--- src/rtl/act_skew_buffer.sv ---
// Diagonal skew buffer feeding the PE array west edge: lane k is delayed k+1
// cycles, idle slots are zero-filled, and a done pulse marks the end of a drain.
module act_skew_buffer #(
  parameter int DATA_WIDTH = 8,
  parameter int PE_SIZE    = 16,
  parameter int CNT_WIDTH  = 16
) (
  input  logic                          clk,
  input  logic                          rst_n,
  input  logic                          en,
  input  logic [PE_SIZE*DATA_WIDTH-1:0] act_i,
  input  logic                          act_valid_i,
  output logic [PE_SIZE*DATA_WIDTH-1:0] act_o,
  output logic [PE_SIZE-1:0]            act_valid_o,
  output logic                          busy_o,
  output logic                          drain_done_o,
  output logic [CNT_WIDTH-1:0]          vec_cnt_o
);

  localparam int DCW = $clog2(PE_SIZE + 1);

  localparam logic [1:0] IDLE  = 2'd0;
  localparam logic [1:0] FEED  = 2'd1;
  localparam logic [1:0] DRAIN = 2'd2;

  logic                 accept;
  logic [1:0]           state_q, state_d;
  logic [CNT_WIDTH-1:0] vec_cnt_q, vec_cnt_d;
  logic [DCW-1:0]       drain_cnt_q, drain_cnt_d;
  logic                 drain_done_q, drain_done_d;

  assign accept = en & act_valid_i;

  // Triangular shift array: lane k owns k+1 stages, so its output lags lane 0 by k cycles.
  for (genvar k = 0; k < PE_SIZE; k++) begin : g_lane
    logic [DATA_WIDTH-1:0] dat_q [k+1];
    logic [k:0]            vld_q;
    logic [DATA_WIDTH-1:0] lane_in;

    assign lane_in = accept ? act_i[k*DATA_WIDTH +: DATA_WIDTH] : '0;

    always_ff @(posedge clk or negedge rst_n) begin
      if (!rst_n) begin
        for (int i = 0; i <= k; i++) dat_q[i] <= '0;
        vld_q <= '0;
      end else if (en) begin
        for (int i = k; i > 0; i--) begin
          dat_q[i] <= dat_q[i-1];
          vld_q[i] <= vld_q[i-1];
        end
        dat_q[0] <= lane_in;
        vld_q[0] <= accept;
      end
    end

    assign act_o[k*DATA_WIDTH +: DATA_WIDTH] = dat_q[k];
    assign act_valid_o[k]                    = vld_q[k];
  end

  // Drain lasts until the last accepted vector reaches the final lane; an accept restarts FEED.
  always_comb begin
    state_d      = state_q;
    vec_cnt_d    = vec_cnt_q;
    drain_cnt_d  = drain_cnt_q;
    drain_done_d = drain_done_q;
    if (en) begin
      drain_done_d = 1'b0;
      case (state_q)
        IDLE: begin
          if (accept) begin
            state_d   = FEED;
            vec_cnt_d = CNT_WIDTH'(1);
          end
        end
        FEED: begin
          if (accept) begin
            vec_cnt_d = (vec_cnt_q == '1) ? vec_cnt_q : vec_cnt_q + 1'b1;
          end else if (PE_SIZE <= 2) begin
            state_d      = IDLE;
            drain_done_d = 1'b1;
          end else begin
            state_d     = DRAIN;
            drain_cnt_d = DCW'(PE_SIZE - 1);
          end
        end
        DRAIN: begin
          if (accept) begin
            state_d     = FEED;
            vec_cnt_d   = (vec_cnt_q == '1) ? vec_cnt_q : vec_cnt_q + 1'b1;
            drain_cnt_d = '0;
          end else if (drain_cnt_q <= DCW'(2)) begin
            state_d      = IDLE;
            drain_cnt_d  = '0;
            drain_done_d = 1'b1;
          end else begin
            drain_cnt_d = drain_cnt_q - 1'b1;
          end
        end
        default: begin
          state_d     = IDLE;
          drain_cnt_d = '0;
        end
      endcase
    end
  end

  always_ff @(posedge clk or negedge rst_n) begin
    if (!rst_n) begin
      state_q      <= IDLE;
      vec_cnt_q    <= '0;
      drain_cnt_q  <= '0;
      drain_done_q <= 1'b0;
    end else begin
      state_q      <= state_d;
      vec_cnt_q    <= vec_cnt_d;
      drain_cnt_q  <= drain_cnt_d;
      drain_done_q <= drain_done_d;
    end
  end

  // A pulse landing just before a stall stays latched and reappears once en returns.
  assign drain_done_o = drain_done_q & en;
  assign busy_o       = (state_q != IDLE);
  assign vec_cnt_o    = vec_cnt_q;

endmodule

--- config.mk ---
export PLATFORM = sky130hd
export DESIGN_NAME = act_skew_buffer
export DESIGN_NICKNAME = d
export VERILOG_FILES = /design/src/rtl/act_skew_buffer.sv
export SDC_FILE = /design/constraint.sdc
export NUM_CORES = 1
export LEC_CHECK = 0
export BUFFER_PORTS_ARGS = -buffer_cell sky130_fd_sc_hd__buf_2
export CORE_ASPECT_RATIO = 1.2
export CORE_MARGIN = 2
export CORE_UTILIZATION = 54
export DETAILED_ROUTE_END_ITERATION = 7
export HOLD_SLACK_MARGIN = 0.1
export MAX_ROUTING_LAYER = met4
export PLACE_DENSITY = 0.75
export SYNTH_ARGS = -nofsm -noshare
export SYNTH_HDL_FRONTEND = slang
export SYNTH_SLANG_ARGS = --single-unit
--- constraint.sdc ---
create_clock -name clk -period 2.55 [get_ports clk]
set_clock_uncertainty 0.1 [all_clocks]
set_input_delay 0.1275 -clock clk [delete_from_list [all_inputs] [get_ports clk]]
set_output_delay 0.1275 -clock clk [all_outputs]
set_load 0.01 [all_outputs]
# After elaboration in Yosys (flattened, before gate mapping)
# Cells that the tools add are included.
# totals
reg_bits	1248
in_bits	132
out_inout_bits	162
wordCells	209
# op_classes
add_sub_neg	2
magnitude_cmp	1
eq_ne	8
mux	32
bitwise	3
n_reduce_logical	7
# op_table
op	count
8-bit 2-to-1 mux	16
16-bit 2-to-1 mux	3
16-bit case mux with 2 select lines	1
16-bit by 1-bit adder with 16-bit output (second input constant)	1
16-bit == test (second input constant)	1
5-bit 2-to-1 mux	3
5-bit case mux with 3 select lines	1
2-bit 2-to-1 mux	4
2-bit inequality test (second input constant)	3
2-bit case mux with 3 select lines	1
5-bit by 2-bit less-or-equal comparator with 1-bit output (second input constant)	1
5-bit AND reduction	1
5-bit by 1-bit subtractor with 5-bit output (second input constant)	1
4-bit AND reduction	1
2-bit nonzero test	2
1-bit 2-to-1 mux	3
3-bit inequality test (second input constant)	1
3-bit AND reduction	1
1-bit bitwise AND	2
2-bit by 1-bit == test with 1-bit output (second input constant)	1
2-bit == test (second input constant)	1
2-bit logical NOT	1
2-bit by 1-bit inequality test with 1-bit output (second input constant)	1
2-bit OR reduction	1
1-bit inverter	1

# Longest topological paths before layout
# depth
ltp_word	4
ltp_mapped	8
ltp_nobuf	6

# Least setup slack after synthesis
# OpenSTA, ideal clock, no wires.
# synth_path
path_type	register to register
startpoint	register state_q[0]
endpoint	register vec_cnt_q[13], in the netlist vec_cnt_o[13]
setup_time_ps	78
t_arrival_ps	2220
required_time_ps	2372
slack_ps	152
path_stages_with_launch	9
n_path_buf	2
synth_period_minus_slack_ps	2398
path_cell_list	dfrtp_1 > inv_1 > ha_1 > buf_2 > o211ai_4 > or4_1 > clkbuf_2 > or4_1 > a21oi_1
# synth_via
elab_chain_cells	4
word_cells_on_any_way	10
classes_between	eq/ne: 5; mux: 1; reduce/logical: 4
# synth_lines
item	line	source
from (decl)	27	logic [1:0] state_q, state_d;
from (signal assigned)	114	state_q <= state_d;
2-bit == test or 2-bit by 1-bit == test with 1-bit output (tied branches)	68	case (state_q)
2-bit OR reduction (no source line)	--	
2-bit inequality test (no source line), or another cell as far along	--	
5-bit AND reduction (no source line)	--	
to (signal assigned)	115	vec_cnt_q <= vec_cnt_d;
to (decl)	28	logic [CNT_WIDTH-1:0] vec_cnt_q, vec_cnt_d;
# Several ways; a longest one is shown, not always the timed one.
# A chain may end at the register's enable or synchronous reset.

# Worst setup path after layout
# layout_path
startpoint	register state_q[1]
endpoint	register vec_cnt_q[15], in the netlist vec_cnt_o[15]
# The elaborated chain is that of the path after synthesis.

==> results_dict.tcl <==
set metrics [dict create \
    status "finished, final reports clean" \
    finalCritPeriodShare_pct 96.73 \
    layout.nets 3496 \
    syn-num-nets 3028 \
    clockBufferDepth 3 \
    synth-seq-cells 1128 \
    async_reset_ff_share_pct 100.0 \
    part_of_the_power_in_registers_pct 50.3 \
    synth-edff-count 0 \
    power.share.clock_pct 33.8 \
    worst_case_vdd_ir_drop_v 0.0006227 \
    crit_path_end_kind "register" \
    grt_remaining_overflow 0 \
    design.die.area_um2 82330 \
    synthesis.area_per_instance_um2 14.97 \
    cts.repair_timing.setup_buffer_count 0 \
    cpMaxStageDelayCell "sky130_fd_sc_hd__or4_1" \
    critical_path_class "register to register" \
    clock-root-buffer "sky130_fd_sc_hd__clkbuf_16" \
    gr-usage-all-layers_pct 19.83 \
    finalCriticalPeriod_ns 2.467 \
    highest_signal_layer "met4" \
    ant_nets 0 \
    vias_per_cell 5.249 \
    tritoncts.num_buffers 109 \
    postSynthCellCount 2888 \
    starting_utilization_of_the_core_area_pct 54.59 \
    final-instance-count-excl-fill 4485 \
    number_of_antenna_violations_at_the_first_check_in_global_routing 3 \
    average_wire_per_standard_cell_um 17.44 \
    numPlacedInstances 4005 \
    post_synth_num_cell_types 45 \
    die_w_um 262.3 \
    pin_count 294 \
    clk_pin_slew_worst_setup_hold_paths_ns 0.06 \
    largest_net_degree_at_the_start_of_global_routing 214 \
    port-buffer-count 293 \
    vias 23544 \
    die_height_um 313.9 \
    core_utilization_of_the_finished_layout_pct 65.35 \
    crit_path_cell_trace "inv_1 > ha_1 > o211ai_4 > or4_1 > or4_1 > a21oi_2" \
    critPathMaxFanout 6 \
    cp_slowest_stage_delay_ns 0.62 \
    route.final.wire_length_mm 78.20 \
    detailedPlacementHpwl_mm 45.64 \
    switching_share_pct 25.24 \
    timing.critical_path.from_type "register" \
    grt_first_pass_wirelength_mm 130.8 \
    p_switching_uw 12450 \
    critical_path_at_ns 2.96 \
    setup_repair_after_global_routing_missed_its_margin "false" \
    post_synth_main_area_contributors "sky130_fd_sc_hd__dfrtp_1 65%, sky130_fd_sc_hd__mux2_2 26%, sky130_fd_sc_hd__buf_4 2.1%, sky130_fd_sc_hd__o21ai_0 1.6%, sky130_fd_sc_hd__nand2_1 1.3%" \
    power_per_cell_area_nw_per_um2 953.5 \
    wl_met1_mm 32.51 \
    max_slew_margin_pct 20.82 \
    synth_sequential_area_ratio_pct 65.31 \
    synth_top_cell_area_share_pct 65.31 \
    rows 113 \
    drt_iter0_drc 1551 \
    syn_to_final_growth_pct 19.71 \
    ys.flop_type "sky130_fd_sc_hd__dfrtp_1" \
    final_max_slew_viol_count 0 \
    timing.setup.tns_ns 0 \
    gp_congestion 0.8317 \
    dr_wl_met3_mm 3.202 \
    worst-r2r-cell-count 6 \
    power_leakage_uw 0.02500 \
    syn_area_um2 43220 \
    drc 0 \
    number_of_violations_of_the_max_capacitance_limit 0 \
    cts_sinks 1128 \
    timing.hold.ws_ns 0.1382 \
    final-hold-violation-count 0 \
    yosysWarnings 0 \
    drive_gt1_share_pct 43.89 \
    cp_data_required_time_ns 3.04 \
    synth_top_cell_by_area "sky130_fd_sc_hd__dfrtp_1" \
    worstHoldPathType "primary input to async pin" \
    post-layout-total-power_uw 49330 \
    fmaxAchievable_mhz 405.4 \
    coreArea_um2 79180 \
    h_tree_lvls 3 \
    tritoncts "done" \
    internal-power_uw 36880 \
    worst_slew_pin_slew_ns 1.188 \
    setup_viol 0 \
    worstSkewPairLatency_ns 0.67 \
    first_pass_iters 7 \
    cpMostUsedCell "sky130_fd_sc_hd__or4_1" \
    number_of_global_route_vias_before_repair 25386 \
    met2RoutedLength_mm 39.58 \
    combinational_cell_fraction_of_total_power_pct 15.9 \
]
[state kept, by name, summed over array words and instances (netlist names)]
| register | count |
|---|---|
| vec_cnt_o | 16 |
| act_o | 120 |
| state_q | 2 |
| drain_cnt_q | 5 |
| g_lane.vld_q | 16 |
| drain_done_q | 1 |
| g_lane.dat_q | 968 |
[cells in the final DEF (no fill, tap or decap), types with 2 or more instances in the layout]
master,n
sky130_fd_sc_hd__nor2_1,5
sky130_fd_sc_hd__clkbuf_16,111
sky130_fd_sc_hd__nand4_1,6
sky130_fd_sc_hd__mux2i_1,3
sky130_fd_sc_hd__mux2_2,979
sky130_fd_sc_hd__dfrtp_1,1127
sky130_fd_sc_hd__o31ai_1,6
sky130_fd_sc_hd__buf_4,31
sky130_fd_sc_hd__clkinvlp_4,4
sky130_fd_sc_hd__bufinv_16,10
sky130_fd_sc_hd__and4_1,2
sky130_fd_sc_hd__inv_1,143
sky130_fd_sc_hd__o22ai_1,2
sky130_fd_sc_hd__nand2_1,145
sky130_fd_sc_hd__buf_8,2
sky130_fd_sc_hd__nand3_1,7
sky130_fd_sc_hd__clkbuf_1,19
sky130_fd_sc_hd__diode_2,3
sky130_fd_sc_hd__a22o_1,2
sky130_fd_sc_hd__or4_1,8
sky130_fd_sc_hd__or3_1,2
sky130_fd_sc_hd__nor3b_1,2
sky130_fd_sc_hd__clkinv_4,3
sky130_fd_sc_hd__a21oi_1,14
sky130_fd_sc_hd__clkbuf_8,32
sky130_fd_sc_hd__a31oi_1,3
sky130_fd_sc_hd__dlygate4sd3_1,274
sky130_fd_sc_hd__o21ai_0,135
sky130_fd_sc_hd__buf_12,22
sky130_fd_sc_hd__clkinv_2,17
sky130_fd_sc_hd__buf_2,291
sky130_fd_sc_hd__nand2b_1,4
sky130_fd_sc_hd__ha_1,8
sky130_fd_sc_hd__inv_6,3
[kinds of logic (layout without fill, tap and decap cells)]
| kind of cell | after synthesis | in the layout | synth area share (%) |
|---|---|---|---|
| AOI/OAI and AO/OA | 174 | 174 | 2.209 |
| buffers and inverters | 406 | 965 | 4.745 |
| muxes | 982 | 982 | 25.58 |
| adders and majority gates | 8 | 8 | 0.2316 |
| DFF | 1128 | 1128 | 65.31 |
| other | 0 | 3 | 0 |
| and+or+nand+nor | 190 | 190 | 1.928 |
[what timing repair did]
| item | 4_1_cts | 5_1_grt |
|---|---|---|
| hold buffers | 275 | 0 |
| gates resized for setup | 0 | 3 |
| endpoints found under the hold margin | 1294 | 0 |
| setup endpoints to repair | 0 | 5 |
[layer usage]
| metal | track usage (%) | up-vias |
|---|---|---|
| met4 | 8.200 | 0 |
| met3 | 3.588 | 202 |
| met1 | 24.22 | 12086 |
| met5 | - | - |
| met2 | 32.80 | 504 |
| li1 | - | 10752 |
[area by class of cell]
class	count	area (um^2)
Antenna cell	3	7.507
Timing Repair Buffer	620	4902
Fill cell	5388	27440
Tap cell	1035	1295
Clock inverter	40	525.5
Sequential cell	1128	28230
Multi-Input combinational cell	1354	12950
Inverter	143	536.8
Clock buffer	162	3289
[metrics by stage]
step           worst slack [ns]  cell area (um^2)
2_1_floorplan            0.1519             43220
3_3_place_gp             0.1833             45140
3_5_place_dp             0.1009             45140
4_1_cts                 0.07492             51720
5_1_grt                0.008157             51740
6_report                0.08349             51740
[critical path, delay by kind of cell, from the launching register on]
kind / cells / cell delay [ns]
adder cells (fa/ha/maj): 1 / 0.34
flip-flops: 1 / 0.39
AND/OR/NAND/NOR: 2 / 1.16
buffers and inverters: 1 / 0.10
AO/OA/AOI/OAI: 2 / 0.30
[cell usage after synthesis (2+ instances only)]
library cell               count
sky130_fd_sc_hd__a31oi_1       3
sky130_fd_sc_hd__inv_1       143
sky130_fd_sc_hd__or3_1         2
sky130_fd_sc_hd__nor3b_1       2
sky130_fd_sc_hd__buf_1        10
sky130_fd_sc_hd__dfrtp_1    1128
sky130_fd_sc_hd__and4_1        2
sky130_fd_sc_hd__a21oi_1      15
sky130_fd_sc_hd__nand2b_1      4
sky130_fd_sc_hd__mux2i_1       3
sky130_fd_sc_hd__a22o_1        2
sky130_fd_sc_hd__nor2_1        5
sky130_fd_sc_hd__nand4_1       6
sky130_fd_sc_hd__o31ai_1       6
sky130_fd_sc_hd__o21ai_0     135
sky130_fd_sc_hd__o22ai_1       2
sky130_fd_sc_hd__ha_1          8
sky130_fd_sc_hd__nand3_1       7
sky130_fd_sc_hd__buf_4       121
sky130_fd_sc_hd__nand2_1     145
sky130_fd_sc_hd__clkbuf_1     74
sky130_fd_sc_hd__or4_1         8
sky130_fd_sc_hd__buf_2        57
sky130_fd_sc_hd__mux2_2      979
[final timing paths]
check                                      start              endpoint  slack (ns)
max                                   state_q[1]         vec_cnt_o[15]        0.08
min                                        rst_n   g_lane[8].dat_q[21]        0.14
max reg2reg                           state_q[1]         vec_cnt_o[15]        0.08
min reg2reg                g_lane[14].dat_q[103]  g_lane[14].dat_q[95]        0.37
max in group asynchronous                  rst_n  g_lane[10].dat_q[47]        1.49
min in group clk                       act_i[10]   g_lane[1].dat_q[10]        0.14
[power by group through the flow]
stage | logic, uW | clock network, uW | registers (uW)
2_1_floorplan | 6080 | 0 | 24200
3_3_place_gp | 7060 | 0 | 24800
3_5_place_dp | 7470 | 0 | 25100
4_1_cts | 7860 | 17100 | 24800
5_1_grt | 8540 | 17900 | 25400
6_report | 7830 | 16700 | 24800
(Power assumes the default switching activity.)
